$ cat src/rtl/spi_mnrch_gen_if.sv
// spi_mnrch_gen_if
//   Command/response handshake between an issuing state machine and the
//   SPI monarch.
//   snd    : start request (honoured only while the monarch is idle)
//   cmd    : transmit word, cmd[len-1:0] goes out MSB first
//   len    : bit count (0 or >WIDTH means WIDTH)
//   ss_sel : target slave index (out of range selects slave 0)
//   cpol   : idle SCLK level for this transfer
//   resp   : received word, right-aligned, upper bits zero
//   busy   : high from acceptance until completion
//   done   : sticky completion flag, cleared by the next accepted snd
interface spi_mnrch_gen_if #(
    parameter int WIDTH  = 16,
    parameter int NUM_SS = 2
);
    localparam int LW = $clog2(WIDTH + 1);
    localparam int SW = $clog2(NUM_SS);

    logic             snd;
    logic [WIDTH-1:0] cmd;
    logic [LW-1:0]    len;
    logic [SW-1:0]    ss_sel;
    logic             cpol;
    logic [WIDTH-1:0] resp;
    logic             busy;
    logic             done;

    // master: the issuing state machine; slave: the SPI monarch itself
    modport master (output snd, cmd, len, ss_sel, cpol, input resp, busy, done);
    modport slave  (input snd, cmd, len, ss_sel, cpol, output resp, busy, done);
endinterface

$ cat src/rtl/spi_mnrch_gen.sv
// spi_mnrch_gen
//   Parametrised SPI monarch. One MSB-first full-duplex transfer per
//   accepted snd; per-transfer length, slave select and clock polarity.
//   SCLK period is 2^DIV_BITS clk cycles, front and back porch HALF each.
//   Ports:
//     clk, rst_n : system clock, asynchronous active-low reset
//     bus        : command/response handshake (spi_mnrch_gen_if.slave)
//     MISO       : serial data in
//     SCLK       : serial clock
//     MOSI       : serial data out
//     SS_n       : active-low slave selects, one-hot-low during a transfer
module spi_mnrch_gen #(
    parameter int WIDTH    = 16,
    parameter int DIV_BITS = 5,
    parameter int NUM_SS   = 2
) (
    input  logic              clk,
    input  logic              rst_n,
    spi_mnrch_gen_if.slave    bus,
    input  logic              MISO,
    output logic              SCLK,
    output logic              MOSI,
    output logic [NUM_SS-1:0] SS_n
);
    localparam int LW   = $clog2(WIDTH + 1);
    localparam int SW   = $clog2(NUM_SS);
    localparam int HALF = 2 ** (DIV_BITS - 1);

    typedef enum logic [1:0] {IDLE, XFER, BACK} state_t;

    state_t              state, nxt;
    logic [DIV_BITS-1:0] cnt;
    logic [LW-1:0]       len_q, bitcnt;
    logic                cpol_q, miso_q;
    logic [WIDTH-1:0]    sr, resp_q;
    logic [NUM_SS-1:0]   ss_q;
    logic                busy_q, done_q;

    logic                start, cnt_wrap, last_bit, capture, back_end;
    logic [LW-1:0]       eff_len, shamt;
    logic [SW-1:0]       sel_eff;
    logic [WIDTH-1:0]    keep;

    assign start    = (state == IDLE) && bus.snd;
    assign cnt_wrap = (cnt == {DIV_BITS{1'b1}});
    assign last_bit = ((bitcnt + 1'b1) == len_q);
    // Sample two clks after the leading edge so MISO has settled.
    assign capture  = (cnt == DIV_BITS'(HALF + 1));
    assign back_end = (cnt == DIV_BITS'(HALF - 1));

    assign eff_len = (bus.len == '0 || bus.len > LW'(WIDTH)) ? LW'(WIDTH) : bus.len;
    assign sel_eff = ({1'b0, bus.ss_sel} >= (SW + 1)'(NUM_SS)) ? '0 : bus.ss_sel;
    // Left-align the command so cmd[L-1] sits at the MSB of the shifter.
    assign shamt   = LW'(WIDTH) - eff_len;
    // Shift of all-ones by WIDTH yields zero, so L=WIDTH keeps every bit.
    assign keep    = ~({WIDTH{1'b1}} << len_q);

    // state register
    always_ff @(posedge clk or negedge rst_n) begin
        if (!rst_n) state <= IDLE;
        else        state <= nxt;
    end

    // next-state logic
    always_comb begin
        nxt = state;
        case (state)
            IDLE:    if (bus.snd) nxt = XFER;
            XFER:    if (cnt_wrap && last_bit) nxt = BACK;
            BACK:    if (back_end) nxt = IDLE;
            default: nxt = IDLE;
        endcase
    end

    // datapath and registered outputs
    always_ff @(posedge clk or negedge rst_n) begin
        if (!rst_n) begin
            cnt    <= '0;
            len_q  <= '0;
            bitcnt <= '0;
            cpol_q <= 1'b0;
            miso_q <= 1'b0;
            sr     <= '0;
            resp_q <= '0;
            ss_q   <= '1;
            busy_q <= 1'b0;
            done_q <= 1'b0;
        end else if (start) begin
            len_q  <= eff_len;
            cpol_q <= bus.cpol;
            sr     <= bus.cmd << shamt;
            cnt    <= '0;
            bitcnt <= '0;
            ss_q   <= ~(NUM_SS'(1) << sel_eff);
            busy_q <= 1'b1;
            done_q <= 1'b0;
        end else if (state == XFER) begin
            // cnt wraps freely, so the last trailing edge leaves it at 0
            // for the back porch.
            cnt <= cnt + 1'b1;
            if (capture) miso_q <= MISO;
            if (cnt_wrap) begin
                sr     <= {sr[WIDTH-2:0], miso_q};
                bitcnt <= bitcnt + 1'b1;
            end
        end else if (state == BACK) begin
            cnt <= cnt + 1'b1;
            if (back_end) begin
                resp_q <= sr & keep;
                ss_q   <= '1;
                busy_q <= 1'b0;
                done_q <= 1'b1;
            end
        end
    end

    // output logic
    always_comb begin
        SCLK = cpol_q;
        if (state == XFER) SCLK = cpol_q ^ cnt[DIV_BITS-1];
    end

    assign MOSI     = sr[WIDTH-1];
    assign SS_n     = ss_q;
    assign bus.resp = resp_q;
    assign bus.busy = busy_q;
    assign bus.done = done_q;
endmodule

$ cat src/flat_wrapper.sv
// flat-port wrapper written by rule: the top's interface ports become plain ports
module spi_mnrch_gen_flat 
#(
    parameter int WIDTH    = 16,
    parameter int DIV_BITS = 5,
    parameter int NUM_SS   = 2
)
  (clk, rst_n, MISO, SCLK, MOSI, SS_n, bus_snd, bus_cmd, bus_len, bus_ss_sel, bus_cpol, bus_resp, bus_busy, bus_done);
  spi_mnrch_gen_if #(.WIDTH(WIDTH), .NUM_SS(NUM_SS)) bus_i ();
  input  logic clk;
  input  logic rst_n;
  input  logic MISO;
  output logic SCLK;
  output logic MOSI;
  output logic [NUM_SS-1:0] SS_n;
  input wire logic [$bits(bus_i.snd)-1:0] bus_snd;
  input wire logic [$bits(bus_i.cmd)-1:0] bus_cmd;
  input wire logic [$bits(bus_i.len)-1:0] bus_len;
  input wire logic [$bits(bus_i.ss_sel)-1:0] bus_ss_sel;
  input wire logic [$bits(bus_i.cpol)-1:0] bus_cpol;
  output wire logic [$bits(bus_i.resp)-1:0] bus_resp;
  output wire logic [$bits(bus_i.busy)-1:0] bus_busy;
  output wire logic [$bits(bus_i.done)-1:0] bus_done;
  assign bus_i.snd = bus_snd;
  assign bus_i.cmd = bus_cmd;
  assign bus_i.len = bus_len;
  assign bus_i.ss_sel = bus_ss_sel;
  assign bus_i.cpol = bus_cpol;
  assign bus_resp = bus_i.resp;
  assign bus_busy = bus_i.busy;
  assign bus_done = bus_i.done;
  spi_mnrch_gen #(.WIDTH(WIDTH), .DIV_BITS(DIV_BITS), .NUM_SS(NUM_SS)) u_core (.clk(clk), .rst_n(rst_n), .bus(bus_i), .MISO(MISO), .SCLK(SCLK), .MOSI(MOSI), .SS_n(SS_n));
endmodule
$ cat config.mk
export PLATFORM = sky130hd
export DESIGN_NAME = spi_mnrch_gen_flat
export DESIGN_NICKNAME = d
export VERILOG_FILES = /design/src/rtl/spi_mnrch_gen_if.sv /design/src/rtl/spi_mnrch_gen.sv /design/src/flat_wrapper.sv
export SDC_FILE = /design/constraint.sdc
export NUM_CORES = 1
export LEC_CHECK = 0
export CAP_MARGIN = 20
export CORE_MARGIN = 1.5
export CORE_UTILIZATION = 35
export CTS_BUF_LIST = sky130_fd_sc_hd__clkbuf_16
export DETAILED_ROUTE_END_ITERATION = 6
export SLEW_MARGIN = 20
export SYNTH_ARGS = -nofsm -noshare
export SYNTH_HDL_FRONTEND = slang
export SYNTH_SLANG_ARGS = --single-unit
export TNS_END_PERCENT = 100
$ cat constraint.sdc
create_clock -name clk -period 2.5 [get_ports clk]
set_input_delay 0.25 -clock clk [delete_from_list [all_inputs] [get_ports clk]]
set_output_delay 0.25 -clock clk [all_outputs]
set_load 0.02 [all_outputs]
==> flow_summary.toml, run 1 <==
[status]
status = "completed"

[layout]
diodes = 0
fill_cells = 1001
area_delta_synth_final_pct = 28.01
final_cell_area_um2 = 4552
final_cells = 578
drive_gt1_share_pct = 19.10
layout.nets = 482

[clock_network]
clk_latency_ns = 0.29
cts_tree = "built"
cts_sinks = 55
clockBufferDepth = 2
cts_buffers = 5
cts.reportedPaths.clkPinSlew_ns = 0.07
htree_levels = 2
clock-root-buffer = "clkbuf_16"

[power]
swShare_pct = 36.30
p_seq_share_pct = 41.6
switchingPower_mw = 1.150
pwr-share-comb_pct = 37.0
ir_drop_mv = 0.3743
leakage_nw = 1.877
power.total_mw = 3.168
p_int_mw = 2.018
power.density_nw_per_um2 = 695.9
p_clk_share_pct = 21.4

[placement]
gp_congestion = 0.8269
numPlacedInstances = 567
portBuffers = 48
preCtsSetupSlack_ns = -0.6205
post_dp_cell_area_um2 = 4385
hpwl_mm = 6.453

[job]
maxCapViolCount = 0

[timing]
finClkSkew_ns = 0.004818
max_freq_ghz = 0.4094
finalWorstSetupSlack_ns = 0.05726
slew_headroom_pct = 41.74
worstMarginPinSlew_ns = 0.8738
maxSlewViolCount = 0
hold-worst-slack_ns = 0.07066
setup_viol = 0
fin_crit_sh_pct = 97.71
hold_viol_final = 0
rsz0062_at_grt = "yes"
period_minus_slack_ns = 2.443

[logic_synthesis]
synth_edf_count = 0
synth_cells = 377
netlist_area_um2 = 3556
syn_nets = 415
synth_top_area_share_pct = 37.30
async_reset_ff_share_pct = 100.0
ys_types = 54
synth_area_leaders = "dfrtp_1 37%, nand2_1 7.2%, mux4_2 6.3%"
synth_common_cells = "68 x nand2_1, 53 x dfrtp_1, 35 x o21ai_0"
yosysSeqAreaShare_pct = 38.78
yosysWarningCount = 0
dominantRegCellSynth = "dfrtp_1"
syn_area_per_cell_um2 = 9.432
synth_top_area_cell = "dfrtp_1"
ys_ff_latch = 55
yosysMostFrequentCell = "nand2_1"

[detailed_routing]
drt_pre_antenna_iters = 5
drtIter0Drc = 138
vias = 2964
ant_nets = 0
vias_per_cell = 5.128
wl_per_cell_um = 14.39
drt_wl_total_mm = 8.316
drc_errors = 0

[setup_path]
startpoint_type = "input port"
reg2reg_from = "u_core.cnt[0]"
worstSetupPathType = "input port to register"
regToRegEndpoint = "u_core.sr[12]"
arrival_ns = 2.59
worstPathRequired_ns = 2.65
r2r_cells = 6
end_kind = "register"
regToRegSetupSlack_ns = 0.31
startpoint = "bus_len[1]"
crit_fanout = 3

[global_routing]
grt_pass1_wl_mm = 14.21
antenna_found_initial = 0
grt_max_degree = 41
grt_pass1_vias = 2877
globalRouteTotalUtil_pct = 15.93
grt_overflow = 0

[floorplanning]
start_util_pct = 36.21
fp-row-count = 36
die_h_um = 103.8
die-area_um2 = 10770
num_io_pins = 49
core_um2 = 9819
dieWidth_um = 103.8

[worst_hold_path]
holdCritPathClass = "input port to asynchronous set/reset pin"
[critical path: stages]
cell and delay (ns):
buf_6 0.09, or4_4 0.54, ha_4 0.28, nand2b_4 0.13
ha_4 0.16, xor2_4 0.20, mux4_2 0.52, mux2_4 0.28
nand3_2 0.06, o221ai_2 0.08
[metrics by stage]
step / utilization, % / setup TNS (ns)
global route: 46.36 / -0.01341
finish: 46.36 / 0
floorplan: - / -0.6494
global placement: 44.66 / -7.029
CTS: 46.14 / 0
detailed placement: 44.66 / -7.590
[cells by family (layout without fill, tap and decap cells)]
| group | count (synthesis) | count (layout) | synth area share, % |
|---|---|---|---|
| buffers and inverters | 36 | 104 | 4.715 |
| AND/OR/NAND/NOR | 125 | 125 | 15.94 |
| multiplexers | 37 | 37 | 14.74 |
| flip-flops | 55 | 55 | 38.78 |
| XOR/XNOR | 16 | 16 | 4.152 |
| adder cells (fa/ha/maj) | 11 | 11 | 3.870 |
| AO/OA/AOI/OAI | 97 | 97 | 17.80 |
[per-layer routing]
| metal | global-route usage (%) | part of all wire [%] | up-vias | wire [um] |
|---|---|---|---|---|
| met1 | 23.41 | 49 | 1411 | 4109 |
| met5 | 0 | 0 | - | 0 |
| met4 | 4.663 | 1.1 | 0 | 95 |
| met2 | 24.71 | 46 | 58 | 3824 |
| met3 | 1.762 | 3.5 | 7 | 288 |
| li1 | - | - | 1488 | - |
[registers in the layout, summed over array words and instances (netlist names)]
name	count
u_core.cpol_q	1
u_core.miso_q	1
u_core.bitcnt	5
u_core.bus.resp	16
u_core.state	2
u_core.bus.busy	1
u_core.SS_n	2
u_core.sr	16
u_core.cnt	5
u_core.bus.done	1
u_core.len_q	5
[power groups by stage]
| stage | sequential (mW) | combinational [mW] | clock (mW) |
|---|---|---|---|
| 6_report | 1.32 | 1.17 | 0.678 |
| 5_1_grt | 1.35 | 1.31 | 0.729 |
| 4_1_cts | 1.31 | 1.17 | 0.699 |
| 3_5_place_dp | 1.33 | 1.16 | 0 |
| 3_3_place_gp | 1.33 | 1.15 | 0 |
| 2_1_floorplan | 1.24 | 0.829 | 0 |
[worst max-delay path by stage]
stage / endpoint / slack, ns / depth (start not counted)
global placement: u_core.sr[12] / -0.57 / 11
floorplan: u_core.sr[15] / -0.19 / 10
global route: u_core.sr[15] / -0.01 / 10
finish: u_core.sr[15] / 0.06 / 10
CTS: u_core.sr[15] / 0.02 / 10
detailed placement: u_core.sr[12] / -0.62 / 11
[area by class of cell]
class	instances	area [um2]	share of cell area, %
clock inverter	3	16.27	0.3573
clock buffer	5	125.1	2.749
multi-input combinational	286	2074	45.57
timing repair buffer	85	749.5	16.47
sequential	55	1379	30.29
inverter	11	41.29	0.9071
tap	133	166.4	3.656
[placed cells by master, fill, tap and decap left out, types with 5 or more instances in the layout]
| master | instances |
|---|---|
| ha_1 | 9 |
| clkdlybuf4s50_1 | 43 |
| xnor2_1 | 9 |
| xor2_1 | 6 |
| o22ai_1 | 7 |
| o21ai_0 | 32 |
| inv_1 | 12 |
| buf_4 | 36 |
| nor2_1 | 25 |
| dfrtp_1 | 53 |
| a21oi_1 | 18 |
| o31ai_1 | 5 |
| mux4_2 | 10 |
| nand3_1 | 5 |
| nand2_1 | 68 |
| clkbuf_16 | 5 |
| mux2_2 | 8 |
| mux2i_1 | 16 |
[what timing repair did]
| item | 4_1_cts | 5_1_grt |
|---|---|---|
| setup endpoints to repair | 15 | 3 |
| buffers inserted | 2 | 1 |
| gates resized for setup | 15 | 5 |
| pin swaps | 3 | 3 |
| hold buffers | 0 | 0 |
No activity file was read; power rests on OpenSTA's default activity.
==> run 2, diff against run 1 <==
--- a/config.mk
+++ b/config.mk
@@ -8,7 +8,6 @@
 export CAP_MARGIN = 20
 export CORE_MARGIN = 1.5
 export CORE_UTILIZATION = 35
-export CTS_BUF_LIST = sky130_fd_sc_hd__clkbuf_16
 export DETAILED_ROUTE_END_ITERATION = 6
 export SLEW_MARGIN = 20
 export SYNTH_ARGS = -nofsm -noshare
==> run 2 against run 1 <==
Combinational power barely moved; hold slack got worse by 0.023 ns; worst setup slack better by 0.026 ns; total power decreased by 6.3%; clock skew is 0.00066 ns lower; sequential share of layout area grew 0.43 points; count of clock-buffer cells in the layout is 1 higher; flip-flop and latch count is the same; first-iteration DRC count rose by 4.3%; routed wire length up 0.25%; largest cell class unchanged.
==> flow_summary.toml, run 2 (same netlist as run 1, synthesis figures left out) <==
[status]
status = "completed"

[clock_network]
cts.reportedPaths.clkPinSlew_ns = 0.10
clockBufferDepth = 2
cts_sinks = 55
clock-root-buffer = "clkbuf_8"
cts_tree = "built"
holdBufCountCts = 0
clk_latency_ns = 0.31
cts_buffers = 5
htree_levels = 2

[layout]
diodes = 0
layout.nets = 482
drive_gt1_share_pct = 18.65
area_delta_synth_final_pct = 26.21
final_cell_area_um2 = 4488
layout_commonest_cell = "nand2_1"
final_cell_mix = "68 x nand2_1, 53 x dfrtp_1, 43 x clkdlybuf4s50_1"
final_cells = 578
fill_cells = 1011

[detailed_routing]
drc_errors = 0
wl_per_cell_um = 14.42
ant_nets = 0
vias = 2988
vias_per_cell = 5.170
drt_wl_total_mm = 8.337
drt_pre_antenna_iters = 4
drtIter0Drc = 144

[setup_path]
worstPathRequired_ns = 2.68
slowest_delay_ns = 0.54
startpoint_type = "input port"
path_common_cell = "ha_4"
end_kind = "register"
cp_cell_sequence = "buf_6, or4_4, ha_4, nand2b_4, ha_4, xor2_4, mux4_2, mux2_4, nand3_2, o221ai_2"
critPathTopFamily = "multiplexers"
crit_fanout = 3
worstSetupPathType = "input port to register"
cp_num_buf_inv = 1
cpMaxStageDelayCell = "or4_4"
arrival_ns = 2.59

[job]
maxCapViolCount = 0

[floorplanning]
die_h_um = 103.8
core_um2 = 9819
start_util_pct = 36.21
die-area_um2 = 10770
dieWidth_um = 103.8
num_io_pins = 49
fp-row-count = 36

[global_routing]
grt_overflow = 0
grt_max_degree = 41
grt_pass1_wl_mm = 14.17
grt_pass1_vias = 2847
globalRouteTotalUtil_pct = 15.91
antenna_found_initial = 0

[timing]
rsz0062_at_grt = "no"
max_freq_ghz = 0.4137
hold_viol_final = 0
fin_setup_tns_ns = 0
finalWorstSetupSlack_ns = 0.08296
setup_viol = 0
fin_crit_sh_pct = 96.68
slew_headroom_pct = 41.10
maxSlewViolCount = 0
finClkSkew_ns = 0.004154
worstMarginPinSlew_ns = 0.8835
period_minus_slack_ns = 2.417

[power]
ir_drop_mv = 0.2472
power.total_mw = 2.967
power.density_nw_per_um2 = 661.1
leakage_nw = 1.844

[placement]
hpwl_mm = 6.453
portBuffers = 48
numPlacedInstances = 567
post_dp_cell_area_um2 = 4385
preCtsSetupSlack_ns = -0.6205
gp_congestion = 0.8269

[worst_hold_path]
holdCritPathClass = "input port to asynchronous set/reset pin"
==> run 2: timing repair <==
item	CTS	global route
pin swaps	3	3
gates resized for setup	12	4
endpoints found under the setup margin	15	3
buffers inserted	2	1
==> run 2: final cells by class <==
type / instances / area (um2) / area share, %
timing repair buffer: 85 / 748.2 / 16.67
multi-input combinational: 286 / 2068 / 46.08
sequential: 55 / 1379 / 30.72
tap: 133 / 166.4 / 3.708
inverter: 11 / 41.29 / 0.9200
clock buffer: 6 / 72.57 / 1.617
clock inverter: 2 / 12.51 / 0.2788
==> run 2: layer usage <==
layer / part of all wire (%) / GRT usage, % / vias to the layer above
met5: 0 / 0 / -
met4: 0.95 / 4.365 / 0
met3: 3.9 / 1.636 / 6
met2: 46 / 24.95 / 64
met1: 49 / 23.37 / 1431
li1: - / - / 1487
==> run 2: worst register-to-register path: cells and delay by family (launching register included) <==
family,cells,cell delay [ns]
mux,1,0.29
flops,1,0.43
compound gates,1,0.15
fa+ha+maj,2,0.37
simple gates,2,0.85
==> run 2: per-stage QoR <==
step	hold WS (ns)	util (%)
2_1_floorplan	-0.04559	-
3_3_place_gp	0.4238	44.66
3_5_place_dp	0.4372	44.66
4_1_cts	0.09696	45.60
5_1_grt	0.1084	45.71
6_report	0.04761	45.71
==> run 2: path summary, 6_finish.rpt <==
check                                    startpoint                   to  slack (ns)  depth (start not counted)
worst max-delay path                     bus_len[3]        u_core.sr[15]        0.08                         10
worst min-delay path                          rst_n        u_core.cpol_q        0.05                          1
worst max register to register        u_core.cnt[0]        u_core.sr[12]        0.26                          6
worst min register to register  u_core.bus.resp[11]  u_core.bus.resp[11]        0.48                          2
max in group asynchronous                     rst_n         u_core.sr[3]        1.76                          2
min in group clk                         bus_len[2]      u_core.len_q[2]        0.43                          4
==> run 2: power breakdown <==
| group | internal [mW] | leakage, nW | total [mW] | switching, mW |
|---|---|---|---|---|
| combinational | 0.561 | 1.07 | 1.17 | 0.607 |
| clock | 0.197 | 0.0412 | 0.486 | 0.290 |
| sequential | 1.09 | 0.731 | 1.31 | 0.228 |
